===== src/rtl/credit_rx_fifo.sv =====
// Receiver-side show-ahead FIFO for a credit-based link; returns one credit per pop.
// Optional sticky overflow flag and assertion enabled by CREDIT_RX_ERR_EN.
module credit_rx_fifo #(
    parameter int WIDTH     = 8,
    parameter int DEPTH     = 8,
    parameter int PTR_WIDTH = $clog2(DEPTH),
    parameter int CNT_WIDTH = $clog2(DEPTH + 1)
) (
    input  logic                 clk,
    input  logic                 rst,
    input  logic                 push,
    input  logic [WIDTH-1:0]     in_data,
    output logic                 out_valid,
    input  logic                 out_ready,
    output logic [WIDTH-1:0]     out_data,
    output logic                 credit_ret,
    output logic [CNT_WIDTH-1:0] count,
    output logic                 err
);

    logic [WIDTH-1:0]     mem [DEPTH];
    logic [PTR_WIDTH-1:0] rd_ptr;
    logic [PTR_WIDTH-1:0] wr_ptr;
    logic [CNT_WIDTH-1:0] cnt;
    logic                 credit_q;
    logic                 empty;
    logic                 full;
    logic                 pop;
    logic                 wr_en;

    assign empty     = (cnt == '0);
    assign full      = (cnt == CNT_WIDTH'(DEPTH));
    assign out_valid = !empty;
    assign pop       = out_valid && out_ready;
    // A pop in the same cycle cannot free room: its credit has not reached the sender.
    assign wr_en     = push && !full;

    assign out_data   = mem[rd_ptr];
    assign count      = cnt;
    assign credit_ret = credit_q;

    always_ff @(posedge clk) begin
        if (!rst && wr_en) begin
            mem[wr_ptr] <= in_data;
        end
    end

    always_ff @(posedge clk) begin
        if (rst) begin
            rd_ptr   <= '0;
            wr_ptr   <= '0;
            cnt      <= '0;
            credit_q <= 1'b0;
        end else begin
            if (wr_en) begin
                wr_ptr <= wr_ptr + PTR_WIDTH'(1);
            end
            if (pop) begin
                rd_ptr <= rd_ptr + PTR_WIDTH'(1);
            end
            cnt      <= cnt + CNT_WIDTH'(wr_en) - CNT_WIDTH'(pop);
            credit_q <= pop;
        end
    end

`ifdef CREDIT_RX_ERR_EN
    logic err_q;

    always_ff @(posedge clk) begin
        if (rst) begin
            err_q <= 1'b0;
        end else if (push && full) begin
            err_q <= 1'b1;
        end
    end

    always_ff @(posedge clk) begin
        if (!rst) begin
            assert (!(push && full))
            else $error("credit_rx_fifo: push while full");
        end
    end

    assign err = err_q;
`else
    assign err = 1'b0;
`endif

endmodule


===== config.mk =====
export PLATFORM = sky130hd
export DESIGN_NAME = credit_rx_fifo
export DESIGN_NICKNAME = d
export VERILOG_FILES = /design/src/rtl/credit_rx_fifo.sv
export SDC_FILE = /design/constraint.sdc
export NUM_CORES = 1
export LEC_CHECK = 0
export ABC_AREA = 1
export ABC_CLOCK_PERIOD_IN_PS = 2350
export BUFFER_PORTS_ARGS = -buffer_cell sky130_fd_sc_hd__buf_2
export CAP_MARGIN = 20
export CORE_MARGIN = 2
export CORE_UTILIZATION = 40
export CTS_BUF_LIST = sky130_fd_sc_hd__clkbuf_4
export DETAILED_ROUTE_END_ITERATION = 8
export PLACE_DENSITY_LB_ADDON = 0.05
export SLEW_MARGIN = 15
export SYNTH_ARGS = -nofsm -noshare
export SYNTH_HDL_FRONTEND = slang
export SYNTH_SLANG_ARGS = --single-unit
export TNS_END_PERCENT = 10

===== constraint.sdc =====
create_clock -name clk -period 2.35 [get_ports clk]
set_input_delay 0.235 -clock clk [delete_from_list [all_inputs] [get_ports clk]]
set_output_delay 0.235 -clock clk [all_outputs]
set_load 0.01 [all_outputs]

==> impl_metrics.ini <==
[logic_synthesis]
ys_async_sr_fraction = 0
synth-seq-cells = 78
synth_compound_area_frac = 0.0127
synthXorXnorAreaFrac = 0
netlist_instances = 372
synth_top_area_share = 0.541
synth_top_family_by_area = simple AND/OR/NAND/NOR gates
synth_ff_type = edfxtp_1
syn-num-nets = 392
synthSimpleGateAreaFrac = 0.231
synth.top_cells.by_count = nand2_1 (130), edfxtp_1 (64), inv_1 (62)
synth.yosys.warnings = 0
synth_area_mm2 = 0.00355
yosys.area_share.adder = 0.0303
avgSynthCellArea_um2 = 9.55
synth_top_cell_by_area = edfxtp_1
yosysMostFrequentCell = nand2_1
synth.area.mux_share = 0
yosysSeqAreaShare = 0.620
synth_edf_count = 64
yosysUniqueCellTypes = 22
synth_area_leaders = edfxtp_1 (54%), nand2_1 (14%), dfxtp_1 (7.9%)

[clock_network]
cts_tree = yes
worstSkewPairLatency_ns = 0.43
cts.sinks = 78
clock-root-buffer = clkbuf_4
cts_buffer_depth = 2
cts.repair.resized = 0
cts_htree_levels = 3
postCtsSetupBuffers = 0
cts_buffers = 9
clk_pin_slew_ns = 0.12
ctsHoldBuffers = 0

[critical_path]
critPathCaptureType = primary output
worstSetupPathType = flip-flop to primary output
path_max_fanout = 16
r2r-start = count[2]
critPathArrivalTime_ns = 1.91
cp.required_ns = 2.12
start_kind = flip-flop
r2r_setup_slack_ns = 0.40

[routing]
viasPerCell = 4.54
drc = 0
finalWirelength_um = 7630
drt-initial-drc-count = 93
wl_per_cell_um = 14.6
wl_met1_um = 3730
dr_wl_met2_um = 3530
top_layer = met4
wl_met3_um = 232
ant_nets = 0
vias = 2373
first_pass_iters = 4

[flow_run]
maxCapViolCount = 0

[power_and_ir_drop]
total_power_mw = 3.46
power_density_mw_per_mm2 = 883
p_leak_nw = 1.80
ir_drop_v = 0.000521

[floorplan]
die_w_um = 98.2
dieArea_mm2 = 0.00965
fp.coreArea_mm2 = 0.00868
row_count = 34
ioPinCount = 27
dieHeight_um = 98.2
start_util = 0.409

[cells_and_area]
layout.nets = 430
nFillCells = 892
syn2layout_area_growth_pct = 10.3
multiInputGateArea_um2 = 976
antenna_cells = 0
drive_above_1_share = 0.166
ff_latch_area_mm2 = 0.00220

[sta]
rsz0062_at_grt = no
final.setup.tns_ns = 0
post-route-min-period_ns = 2.14
fin_crit_sh = 0.912
setup_viol = 0
fmax_mhz = 467
slew_headroom = 0.643
hold_viol = 0
tightest_slew_ns = 0.535
clock-skew-final_ns = 0.0176
slew_viol_final = 0

[status]
status = complete, no violations

[global_routing]
grt_pass1_vias = 2374
antenna_found_initial = 0
overflow = 0
grt_pass1_wl_um = 12400
grt_max_degree = 33
grt_util_all_layers = 0.171

[hold_path]
min_from = rst
holdCritPathClass = primary input to flip-flop

[placement]
place_hpwl_um = 5070
port-buffer-count = 25
globalplace.congestion = 0.732
## cells in the final DEF (no fill, tap or decap)
cell | netlist | routed
buf_2 | 3 | 25
inv_6 | 1 | 1
clkinv_2 | 0 | 1
o21ai_0 | 1 | 1
or2_2 | 1 | 1
nand2_1 | 130 | 130
ha_1 | 7 | 7
nor2_1 | 20 | 20
inv_2 | 1 | 1
nand3b_1 | 1 | 1
dfxtp_1 | 14 | 14
nand2_2 | 9 | 9
edfxtp_1 | 64 | 64
clkinvlp_4 | 0 | 3
clkbuf_4 | 0 | 11
fa_1 | 1 | 1
conb_1 | 1 | 1
nand3_1 | 36 | 36
nor2_2 | 1 | 1
inv_1 | 62 | 62
buf_4 | 3 | 15
clkinv_1 | 1 | 1
a21oi_1 | 8 | 8
clkinv_4 | 0 | 1
## critical path, stage by stage, from the launching register on
cell     delay (ns)
dfxtp_1        0.68
inv_2          0.30
nand3_1        0.16
nand2_1        0.06
nand2_1        0.08
nand2_1        0.06
buf_2          0.14
## path summary, 6_finish.rpt
check                end  depth (start not counted)
max          out_data[6]                          6
min             count[1]                          2
max reg2reg     count[2]                         11
min reg2reg    rd_ptr[1]                          2
## flip-flops by register name (all words and copies together) (netlist names), named ones only
| name | count |
|---|---|
| credit_ret | 1 |
| mem | 64 |
| rd_ptr | 3 |
| count | 4 |
| wr_ptr | 3 |
## final cells by class
cell class              count  share of cell area
multi-input cells         216               0.249
clock inverters             5             0.00926
flip-flops and latches     78               0.562
repair buffers             40              0.0607
clock buffers              11              0.0211
well taps                 108              0.0345
inverters                  65              0.0635
## power by group
group          switching, mW  leakage [nW]  internal, mW
clock network          0.475        0.0591         0.241
registers             0.0788         0.693          1.59
logic                  0.693          1.05         0.382
## cell families after synthesis
group | count (synthesis)
AO/OA/AOI/OAI | 9
adder cells (fa/ha/maj) | 8
buffers and inverters | 78
flip-flops | 78
other | 1
AND/OR/NAND/NOR | 198
## routing by layer
layer,global-route usage,vias up
met3,0.0272,13
li1,-,1237
met1,0.239,1085
met5,0,-
met4,0.0780,0
met2,0.264,38
## stage by stage
| step | utilization | instance area [um^2] | setup slack, ns | instances | hold WS (ns) |
|---|---|---|---|---|---|
| after detailed placement | 0.438 | 3800 | 0.424 | 507 | 0.489 |
| after floorplan | - | 3550 | 0.483 | 372 | 0.334 |
| final | 0.452 | 3920 | 0.207 | 523 | 0.0704 |
| after global routing | 0.452 | 3920 | 0.0576 | 523 | 0.0402 |
| after CTS | 0.452 | 3920 | 0.147 | 523 | 0.0378 |
| after global placement | 0.438 | 3800 | 0.462 | 507 | 0.498 |
Power figures use the tool's default switching activity.
